===== config.mk =====
export PLATFORM = sky130hd
export DESIGN_NAME = wb_regwrite
export DESIGN_NICKNAME = d
export VERILOG_FILES = /design/src/rtl/cpu_pkg.sv /design/src/rtl/wb_regwrite_memwb_reg.sv /design/src/rtl/wb_regwrite.sv
export SDC_FILE = /design/constraint.sdc
export NUM_CORES = 2
export LEC_CHECK = 0
export ABC_AREA = 1
export CORE_MARGIN = 2
export CORE_UTILIZATION = 52
export CTS_BUF_LIST = sky130_fd_sc_hd__clkbuf_8
export DETAILED_ROUTE_END_ITERATION = 6
export PLACE_DENSITY = 0.69
export RECOVER_POWER = 25
export SLEW_MARGIN = 20
export SYNTH_ARGS = -nofsm -noshare
export SYNTH_HDL_FRONTEND = slang
export SYNTH_SLANG_ARGS = --single-unit

===== constraint.sdc =====
create_clock -name clk -period 97.8 [get_ports clk]
set_clock_uncertainty 0.15 [all_clocks]
set_input_delay 14.67 -clock clk [delete_from_list [all_inputs] [get_ports clk]]
set_output_delay 14.67 -clock clk [all_outputs]
set_load 0.005 [all_outputs]

===== src/rtl/cpu_pkg.sv =====
// Shared datapath constants and the MEM/WB pipeline bundle used by the
// write-back stage and its pipeline latch.
package cpu_pkg;

  localparam int DATA_W = 32;
  localparam int ADDR_W = 5;
  localparam int NREGS  = 32;

  localparam logic [ADDR_W-1:0] REG_ZERO = '0;

  // "do" is a reserved word, so the memory read value travels as dout.
  typedef struct packed {
    logic              wreg;
    logic              m2reg;
    logic [ADDR_W-1:0] dest;
    logic [DATA_W-1:0] r;
    logic [DATA_W-1:0] dout;
  } memwb_t;

  localparam memwb_t MEMWB_BUBBLE = '0;

  function automatic logic [DATA_W-1:0] wbSelect(input memwb_t s);
    return s.m2reg ? s.dout : s.r;
  endfunction

endpackage


===== src/rtl/wb_regwrite_memwb_reg.sv =====
// MEM/WB pipeline latch: captures the MEM bundle each edge, holds on stall
// and inserts a cleared bubble on flush.
module memwb_reg
  import cpu_pkg::*;
(
  input  logic   clk,
  input  logic   rst,
  input  logic   stall_i,
  input  logic   flush_i,
  input  memwb_t mem_i,
  output memwb_t wb_o
);

  memwb_t state_q;
  memwb_t state_d;

  // Stall wins over flush so a held instruction is never lost to a bubble.
  always_comb begin
    state_d = state_q;
    if (!stall_i) begin
      state_d = flush_i ? MEMWB_BUBBLE : mem_i;
    end
  end

  always_ff @(posedge clk or posedge rst) begin
    if (rst) begin
      state_q <= MEMWB_BUBBLE;
    end else begin
      state_q <= state_d;
    end
  end

  assign wb_o = state_q;

endmodule


===== src/rtl/wb_regwrite.sv =====
// Write-back stage: MEM/WB latch, ALU/memory result select, 32x32 register
// array commit, and two combinational read ports with write-through bypass.
module wb_regwrite
  import cpu_pkg::*;
#(
  parameter int DATA_W = cpu_pkg::DATA_W,
  parameter int ADDR_W = cpu_pkg::ADDR_W,
  parameter int NREGS  = cpu_pkg::NREGS
) (
  input  logic              clk,
  input  logic              rst,
  input  logic              mwreg,
  input  logic              mm2reg,
  input  logic [ADDR_W-1:0] mdestReg,
  input  logic [DATA_W-1:0] mr,
  input  logic [DATA_W-1:0] mdo,
  input  logic              wb_stall,
  input  logic              wb_flush,
  input  logic [ADDR_W-1:0] rna,
  input  logic [ADDR_W-1:0] rnb,
  output logic [DATA_W-1:0] qa,
  output logic [DATA_W-1:0] qb,
  output logic              wwreg,
  output logic [ADDR_W-1:0] wdestReg,
  output logic [DATA_W-1:0] wbData,
  output logic [31:0]       wb_count
);

  memwb_t memIn;
  memwb_t wbQ;

  logic [DATA_W-1:0] rf_q [NREGS];
  logic [31:0]       count_q;
  logic              commitEn;
  logic              bypassOk;

  assign memIn = '{wreg: mwreg, m2reg: mm2reg, dest: mdestReg, r: mr, dout: mdo};

  memwb_reg u_memwb (
    .clk     (clk),
    .rst     (rst),
    .stall_i (wb_stall),
    .flush_i (wb_flush),
    .mem_i   (memIn),
    .wb_o    (wbQ)
  );

  assign wwreg    = wbQ.wreg;
  assign wdestReg = wbQ.dest;
  assign wbData   = wbSelect(wbQ);

  // A held (stalled) instruction must neither commit nor be forwarded.
  assign bypassOk = wbQ.wreg && !wb_stall;
  assign commitEn = bypassOk && (wbQ.dest != REG_ZERO);

  always_ff @(posedge clk or posedge rst) begin
    if (rst) begin
      for (int i = 0; i < NREGS; i++) begin
        rf_q[i] <= '0;
      end
    end else if (commitEn) begin
      rf_q[wbQ.dest] <= wbData;
    end
  end

  always_ff @(posedge clk or posedge rst) begin
    if (rst) begin
      count_q <= '0;
    end else if (commitEn) begin
      count_q <= count_q + 32'd1;
    end
  end

  assign wb_count = count_q;

  always_comb begin
    qa = rf_q[rna];
    if (rna == REG_ZERO) begin
      qa = '0;
    end else if (bypassOk && (rna == wbQ.dest)) begin
      qa = wbData;
    end
  end

  always_comb begin
    qb = rf_q[rnb];
    if (rnb == REG_ZERO) begin
      qb = '0;
    end else if (bypassOk && (rnb == wbQ.dest)) begin
      qb = wbData;
    end
  end

endmodule


==> impl_metrics.toml <==
[power]
p_sw_uw = 363
vdd_drop_max_mv = 0.0146
clockPowerShare = 0.379
combPwrFrac = 0.170
switching_share = 0.314
p_leak_nw = 30.5
pwr-share-seq = 0.451
internal_power_uw = 793
power_density_mw_per_mm2 = 16.9

[logic_synthesis]
synth_top_cell_by_area = "dfrtp_1"
syn-num-nets = 8569
synth_seq_area_share = 0.454
syn_area_mm2 = 0.0622
synthTopCellsByArea = "dfrtp_1 (45%), nand2_1 (13%), o21ai_0 (11%), nand3_1 (7.4%), o211ai_1 (7.0%)"
ys_seq_elements = 1127
syn_avg_cell_area_um2 = 7.33
synthCells = 8483
synth_top_area_share = 0.454
ys_types = 32
ys_warn_count = 0

[global_route]
grt_pass1_vias = 56312
grt_pass1_wl_um = 354000
grt_overflow = 0
grt_usage = 0.384
antenna_found_initial = 8
grt_max_degree = 241

[timing]
setup_ws_ns = 62.91
worst_pin_slew_ns = 8.78
max_freq_mhz = 28.7
fin_crit_sh = 0.357
drv_slew = 693
finalSetupViolCount = 0
fin_crit_ns = 34.89
maxSlewHeadroom = -4.85
hold_viol_final = 0
setup_total_negative_slack_ns = 0
rsz0062_at_grt = "false"

[finish]
final_layout_size_suffix_gt1_frac = 0.0646
nets = 8336
area_growth_pct = 9.95

[floorplan]
core_area_mm2 = 0.118
dieArea_mm2 = 0.122
die_y_um = 350
initial_core_util = 0.525
dieWidth_um = 350
rows = 126
ios = 219

[drt]
wl_per_cell_um = 23.7
routed_wl_um = 237000
vias = 61384
via_per_inst = 6.14
drt-initial-drc-count = 9017
final_antenna_net_count = 0
drt_first_pass_iters = 7
route.detailed.drc = 0

[clock_network]
clock_path_buffers = 3
cts_buffers = 192
cts_max_level = 4
ctsResizeCount = 0
cts.sinks = 1127
tritoncts = "built"
clk_pin_slew_ns = 0.06
cts_root_buf = "clkbuf_8"
postCtsSetupBuffers = 0
ctsHoldBuffers = 0
clk_latency_ns = 0.97

[worst_setup_path]
worst-r2r-cell-count = 5
crit_fanout = 108
slowest_stage = "buf_4"
slowest_delay_ns = 0.90
cp.required_ns = 82.98
critPathMostFrequentCell = "nand2_1"
crit_path_start_kind = "input pin"
crit_arrival_ns = 20.07
endpoint_kind = "output pin"
crit_type = "input pin to output pin"
cp_cell_sequence = "buf_8, buf_4, buf_4, buf_4, buf_4, or2_2, nand3_1, nand3_1, nand2_1, nand2_1, nand2_1, nand2_1, nand2_1, a21oi_1, clkdlybuf4s50_1"

[placement]
dp_worst_setup_slack_ns = 63.18
post-dp-hpwl_um = 130000
place.gp.congestion = 0.930
port-buffer-count = 218

[worst_hold_path]
whs_path_depth = 0
hp-class = "register to register"

[run_status]
violations = "capacitance limit, slew limit"
status = "finished, violations left"

[flow_run]
cap_violations = 12
[power by group through the flow]
stage | combinational (mW) | sequential (mW) | clock, mW
3_5_place_dp | 0.192 | 0.528 | 0
3_3_place_gp | 0.188 | 0.527 | 0
6_report | 0.197 | 0.521 | 0.438
4_1_cts | 0.192 | 0.520 | 0.442
2_1_floorplan | 0.122 | 0.523 | 0
5_1_grt | 0.215 | 0.524 | 0.462
[through the flow]
step                      total power, mW  utilization  instances  hold slack [ns]  cell area (µm²)
after floorplan                     0.645            -       8483            0.279            62200
after global placement              0.715        0.545       9656            0.216            64600
after detailed placement            0.719        0.545       9656            0.218            64600
after CTS                            1.15        0.578       9996            0.231            68400
after global routing                 1.20        0.577       9998            0.252            68300
final                                1.16        0.577       9999            0.229            68400
[logic make-up after synthesis]
family / Yosys count / synth area share
AND/OR/NAND/NOR: 3396 / 0.229
AO/OA/AOI/OAI: 2368 / 0.215
buffers and inverters: 1561 / 0.0978
XOR/XNOR: 30 / 0.00423
adder cells (fa/ha/maj): 1 / 0.000201
flip-flops: 1127 / 0.454
[cells in the mapped netlist (all sizes together)]
cell,number
nand2,2196
o21ai,1412
dfrtp,1127
nand3,920
inv,765
o211ai,582
clkbuf,537
a21oi,328
buf,235
nor2,189
o22ai,43
or2,39
nor3,29
clkinv,24
xor2,19
nand4,15
xnor2,11
nor4,6
a211oi,3
and3,2
ha,1
[sequential cells by signal, indices dropped and copies added (netlist names)]
signal	flops
u_memwb.wb_o	71
wb_count	32
rf_q	1024
[cell type report]
type,count,area [µm²]
clock inverters,99,579
inverters,789,2980
multi-input cells,5795,28100
fillers,11120,50000
well taps,1600,2000
diodes,3,7.51
repair buffers,345,3170
flip-flops and latches,1127,28200
clock buffers,241,3320
[metal layers]
layer	global-route usage	routed length, µm	part of all wire
met5	0	91	0.00038
met4	0.190	12200	0.052
met3	0.107	31700	0.13
met2	0.567	101000	0.43
met1	0.519	91900	0.39
[final timing paths]
kind / start / end / slack [ns]
setup / recovery: rna[0] / qa[3] / 62.91
hold / removal: rf_q[1015] / rf_q[1015] / 0.23
max in group asynchronous: rst / u_memwb.wb_o[69] / 70.87
hold reg to reg: rf_q[1015] / rf_q[1015] / 0.23
min in group asynchronous: rst / rf_q[238] / 15.45
setup reg to reg: u_memwb.wb_o[65] / rf_q[446] / 92.61
[critical path: cells and delay by family]
kind | cells | cell delay (ns)
compound gates | 1 | 0.15
buf+inv | 6 | 4.29
simple gates | 8 | 0.81
[layout by cell type, fill, tap and decap left out, drive strengths merged]
cell type and instances:
xor2 19, nand3 920, and3 2, diode 3
dlygate4sd3 1, ha 1, nand4 15, clkinv 66
bufinv 4, nor3 29, a21oi 328, clkbuf 248
nor2 189, xnor2 11, dfrtp 1127, o21ai 1412
a211oi 3, buf 131, clkdlybuf4s50 206, or2 39
nor4 6, clkinvlp 5, inv 813, o211ai 582
o22ai 43, nand2 2196
Note: power is estimated with default switching activity, not from simulation.
